[config.mk]
export PLATFORM = sky130hd
export DESIGN_NAME = reg_file_fwd_sb
export DESIGN_NICKNAME = d
export VERILOG_FILES = /design/src/rtl/reg_file_fwd_sb.sv
export SDC_FILE = /design/constraint.sdc
export NUM_CORES = 2
export LEC_CHECK = 0
export CAP_MARGIN = 40
export CELL_PAD_IN_SITES_DETAIL_PLACEMENT = 1
export CELL_PAD_IN_SITES_GLOBAL_PLACEMENT = 2
export CORE_MARGIN = 3
export CORE_UTILIZATION = 42
export DETAILED_ROUTE_END_ITERATION = 12
export HOLD_SLACK_MARGIN = 0.03
export PLACE_DENSITY = 0.74
export SLEW_MARGIN = 25
export SYNTH_ARGS = -nofsm -noshare
export SYNTH_HDL_FRONTEND = slang
export SYNTH_SLANG_ARGS = --single-unit
[constraint.sdc]
create_clock -name CLK -period 3.7 [get_ports CLK]
set_input_delay 1.11 -clock CLK [delete_from_list [all_inputs] [get_ports CLK]]
set_output_delay 1.11 -clock CLK [all_outputs]
set_load 0.005 [all_outputs]
[src/rtl/reg_file_fwd_sb.sv]
// Register file with per-register pending scoreboard and
// priority forwarding on registered read addresses.
module reg_file_fwd_sb #(
   parameter int XLEN  = 32,
   parameter int NREAD = 2,
   parameter int NFWD  = 2,
   parameter int AW    = 5,
   parameter int PW    = 2
) (
   input  logic                  CLK,
   input  logic                  RST,
   input  logic                  FLUSH,
   input  logic                  STALL,
   input  logic                  MEM_WAIT,
   input  logic [NREAD*AW-1:0]   RADDR,
   output logic [NREAD-1:0]      RVALID,
   output logic [NREAD*XLEN-1:0] RDATA,
   input  logic                  ISSUE_EN,
   input  logic [AW-1:0]         ISSUE_ADDR,
   output logic                  ISSUE_FULL,
   input  logic                  WB_EN,
   input  logic [AW-1:0]         WB_ADDR,
   input  logic [XLEN-1:0]       WB_DATA,
   input  logic [NFWD-1:0]       FWD_EN,
   input  logic [NFWD-1:0]       FWD_READY,
   input  logic [NFWD*AW-1:0]    FWD_ADDR,
   input  logic [NFWD*XLEN-1:0]  FWD_DATA
);

   localparam int DEPTH = 1 << AW;
   localparam logic [PW-1:0] PMAX = '1;

   logic [XLEN-1:0] regs_q  [DEPTH];
   logic [PW-1:0]   pend_q  [DEPTH];
   logic [PW-1:0]   pend_d  [DEPTH];
   logic [AW-1:0]   raddr_q [NREAD];
   logic [AW-1:0]   raddr_d [NREAD];

   logic             wb_ok;
   logic             issue_ok;
   logic [DEPTH-1:0] inc;
   logic [DEPTH-1:0] dec;

   assign wb_ok    = WB_EN && (WB_ADDR != '0);
   assign issue_ok = ISSUE_EN && (ISSUE_ADDR != '0) &&
                     !FLUSH && !STALL && !MEM_WAIT &&
                     (pend_q[ISSUE_ADDR] != PMAX);

   assign ISSUE_FULL = (pend_q[ISSUE_ADDR] == PMAX);

   genvar g;
   generate
      for (g = 0; g < DEPTH; g++) begin : g_sb
         assign inc[g] = issue_ok && (ISSUE_ADDR == AW'(g));
         assign dec[g] = wb_ok && (WB_ADDR == AW'(g)) &&
                         (pend_q[g] != '0);
      end
   endgenerate

   // Simultaneous reserve and release of one register cancel out.
   always_comb begin
      for (int r = 0; r < DEPTH; r++) begin
         pend_d[r] = pend_q[r];
         if (FLUSH)
            pend_d[r] = '0;
         else if (inc[r] && !dec[r])
            pend_d[r] = pend_q[r] + 1'b1;
         else if (dec[r] && !inc[r])
            pend_d[r] = pend_q[r] - 1'b1;
      end
   end

   always_comb begin
      for (int p = 0; p < NREAD; p++) begin
         raddr_d[p] = raddr_q[p];
         if (FLUSH)
            raddr_d[p] = '0;
         else if (!STALL && !MEM_WAIT)
            raddr_d[p] = RADDR[p*AW +: AW];
      end
   end

   always_ff @(posedge CLK) begin
      if (RST) begin
         for (int r = 0; r < DEPTH; r++) begin
            regs_q[r] <= '0;
            pend_q[r] <= '0;
         end
         for (int p = 0; p < NREAD; p++)
            raddr_q[p] <= '0;
      end else begin
         if (wb_ok)
            regs_q[WB_ADDR] <= WB_DATA;
         for (int r = 0; r < DEPTH; r++)
            pend_q[r] <= pend_d[r];
         for (int p = 0; p < NREAD; p++)
            raddr_q[p] <= raddr_d[p];
      end
   end

   genvar q;
   generate
      for (q = 0; q < NREAD; q++) begin : g_rd
         logic [AW-1:0]   ra;
         logic            fhit;
         logic            frdy;
         logic [XLEN-1:0] fdat;
         logic [XLEN-1:0] rd;
         logic            rv;

         assign ra = raddr_q[q];

         // Scan downward so the youngest matching channel wins.
         always_comb begin
            fhit = 1'b0;
            frdy = 1'b0;
            fdat = '0;
            for (int c = NFWD - 1; c >= 0; c--) begin
               if (FWD_EN[c] && (FWD_ADDR[c*AW +: AW] == ra)) begin
                  fhit = 1'b1;
                  frdy = FWD_READY[c];
                  fdat = FWD_DATA[c*XLEN +: XLEN];
               end
            end
         end

         always_comb begin
            rd = regs_q[ra];
            rv = 1'b1;
            if (ra == '0) begin
               rd = '0;
               rv = 1'b1;
            end else begin
               if (fhit)
                  rd = fdat;
               else if (WB_EN && (WB_ADDR == ra))
                  rd = WB_DATA;
               if (pend_q[ra] != '0)
                  rv = fhit && frdy;
            end
         end

         assign RDATA[q*XLEN +: XLEN] = rd;
         assign RVALID[q]             = rv;
      end
   endgenerate

endmodule

==> metrics.cfg <==
[drt]
viasPerCell=6.68
wl_met1_um=104000
drt_iter0_drc=7024
vias=50200
wl_um=289000
drc_errors=0
postRouteAntennaNets=0
top_layer=met5
dr_wl_met2_um=130000
wl_per_cell_um=38.5
drt_pass1_iterations=7
met3WireLength_um=34600

[power]
pwr-share-clk=0.403
power_mw=31.7
p_seq_frac=0.460
leakagePower_nw=29.2
p_int_mw=23.4
ir_worst_vdd_uv=467
sw_frac_of_total=0.262
power.density_nw_per_um2=378
pwr-share-comb=0.137
p_sw_mw=8.31

[worst_setup_path]
start_kind=flop
worstPathRequired_ns=2.59
crit_family=compound AO/OA/AOI/OAI gates
crit_fanout=37
r2r-start=pend_q[5][0]$_SDFFE_PP0P_
worst_path_max_delay_cell=a2111oi_1
end_kind=primary output
cp.arrival_ns=3.37
slowest_delay_ns=0.69
cp_num_buf_inv=3
worstSetupPathType=flop to primary output
startpoint=raddr_q[0][6]$_SDFFE_PP0P_
crit_chain=buf_16, buf_4, mux2_2, o22ai_1, a2111oi_1, a221oi_2, a311oi_2, buf_2

[synth]
yosysWarningCount=0
synth_cells=4583
yosysUniqueCellTypes=69
yosysSeqAreaShare=0.520
synth_area_um2=62000
syn-mean-instance-area_um2=13.5
synth_edf_count=1024
ys_ff_latch=1098
synthArstFlopShare=0
synthFlopType=edfxtp_1

[placement]
dp_hpwl_um=184000
pre_cts_slack_ns=-1.63
dpl-instance-area_um2=73100
placed_cells=7013
portBuffers=203
routabilityCongestion=0.936

[min_path]
hp-class=flop to flop
hold_start=pend_q[24][1]$_SDFFE_PP0P_

[layout]
seqCellArea_um2=32300
fin_util=0.574
fillers=13800
final_cell_area_um2=83800
area_growth_pct=35.2
nets=5642
multiInputGateArea_um2=30700
drive_above_1_share=0.421
layoutNonFillerInstCount=7506

[global_route]
track_usage=0.371
grt_pass1_vias=51400
grt_max_degree=53
antenna_found_initial=17
grt_overflow=0
grt_pass1_wl_um=395000

[timing]
hold_violations=0
finalSetupViolations=67
rsz0062_at_grt=true
setup_slack_ns=-0.776
hold_slack_ns=0.504
slew_headroom=0.511
tns_ns=-40.46
fin_crit_ns=4.48
tightest_slew_ns=0.732
max_freq_mhz=223
slew_violations=0
fin_skew_ns=0.0189
fin_crit_sh=1.21

[clocking]
cts.clk_slew.worst_paths_ns=0.06
clockRootBuffer=clkbuf_16
h-tree-depth=4
clk_latency_ns=0.77
cts_tree=done
cts_buffers=131
clock_path_buffers=3
cts.sinks=1098

[run]
drv_cap=0

[floorplanning]
die_w_um=390
die-area_um2=152000
initial_core_util=0.424
row_count=140
core_um2=146000
die_h_um=390
ios=204

[status]
status=finished with violations
violations=setup timing

## power groups by stage
stage | sequential, mW | clock (mW) | combinational [mW]
after global placement | 14.7 | 0 | 3.59
after detailed placement | 14.8 | 0 | 3.63
final | 14.6 | 12.8 | 4.34
after CTS | 14.5 | 12.9 | 4.05
after floorplan | 14.6 | 0 | 1.67
after global routing | 14.6 | 13.4 | 4.42
## final timing paths
path	end	slack (ns)	depth (start not counted)
setup reg to reg	pend_q[12][1]$_SDFFE_PP0P_	1.05	10
hold / removal	pend_q[24][1]$_SDFFE_PP0P_	0.50	2
setup / recovery	RDATA[60]	-0.78	8
hold reg to reg	pend_q[24][1]$_SDFFE_PP0P_	0.50	2
## layout make-up
type | count | area share
Clock buffer | 169 | 0.0423
Timing Repair Buffer | 1227 | 0.168
Sequential cell | 1098 | 0.385
Multi-Input combinational cell | 2977 | 0.367
Clock inverter | 67 | 0.00676
Tap cell | 1917 | 0.0286
Inverter | 38 | 0.00170
Antenna cell | 13 | 0.000388
## state kept, by name, indices dropped and copies added, names as in the netlist
| name | flops |
|---|---|
| regs_q | 1024 |
| pend_q | 64 |
| raddr_q | 10 |
## cells in the final DEF, fill, tap and decap left out, drive strengths merged, types with 67 or more instances in the layout
cell type | netlist | layout
mux2i | 85 | 85
mux4 | 466 | 466
nor3 | 107 | 107
o22ai | 96 | 96
buf | 192 | 1090
xor2 | 76 | 76
mux2 | 80 | 80
clkbuf | 310 | 174
nor2 | 170 | 170
dfxtp | 74 | 74
and2 | 968 | 968
nand2 | 80 | 80
a22oi | 91 | 91
edfxtp | 1024 | 1024
a21oi | 67 | 67
clkdlybuf4s50 | 0 | 115
## logic make-up (layout without fill, tap and decap cells)
| group | count (synthesis) | count (layout) | synth area share |
|---|---|---|---|
| muxes | 631 | 631 | 0.198 |
| xor gates and xnor gates | 94 | 94 | 0.0133 |
| buffers and inverters | 540 | 1501 | 0.0402 |
| AOI/OAI and AO/OA | 586 | 586 | 0.0691 |
| DFF | 1098 | 1098 | 0.520 |
| other | 2 | 47 | 0.000121 |
| and+or+nand+nor | 1600 | 1600 | 0.153 |
| adders and majority gates | 32 | 32 | 0.00646 |
## cell usage after synthesis, drive strengths merged (22+ instances only)
master / instances / area, µm²
edfxtp: 1024 / 30700
and2: 968 / 6060
mux4: 466 / 10500
clkbuf: 310 / 1160
buf: 192 / 1190
nor2: 170 / 646
nor3: 107 / 536
o22ai: 96 / 601
a22oi: 91 / 683
mux2i: 85 / 851
mux2: 80 / 901
nand2: 80 / 303
xor2: 76 / 666
dfxtp: 74 / 1480
a21oi: 67 / 335
nor4: 65 / 597
or3: 64 / 400
o21ai: 42 / 210
inv: 38 / 143
nor2b: 38 / 238
or2: 37 / 231
a211oi: 34 / 255
a311oi: 33 / 289
o2111ai: 33 / 289
ha: 32 / 400
a221oi: 31 / 272
o221ai: 31 / 272
o32a: 26 / 260
a31oi: 22 / 138
## layer usage
layer | up-vias | GRT usage
met2 | 3728 | 0.565
met5 | - | 0
met4 | 2 | 0.231
met3 | 1005 | 0.103
li1 | 19500 | -
met1 | 26000 | 0.470
## worst reg2reg max path: stages, from the launching register on
cell and delay, ns:
dfxtp_1 0.51, and3b_1 0.23, a31oi_2 0.06, mux4_2 0.49, buf_4 0.15, nand4_1 0.22
nor2_1 0.09, ha_1 0.21, xor2_1 0.16, or3_1 0.32, a21oi_1 0.14
## repair_timing
action | 4_1_cts | 5_1_grt
pin swaps | 255 | 148
setup endpoints to repair | 67 | 67
buffers inserted | 190 | 82
resized for setup | 899 | 230
hold buffers | 0 | 0
cloned | 25 | 5
Power figures use the tool's default switching activity.
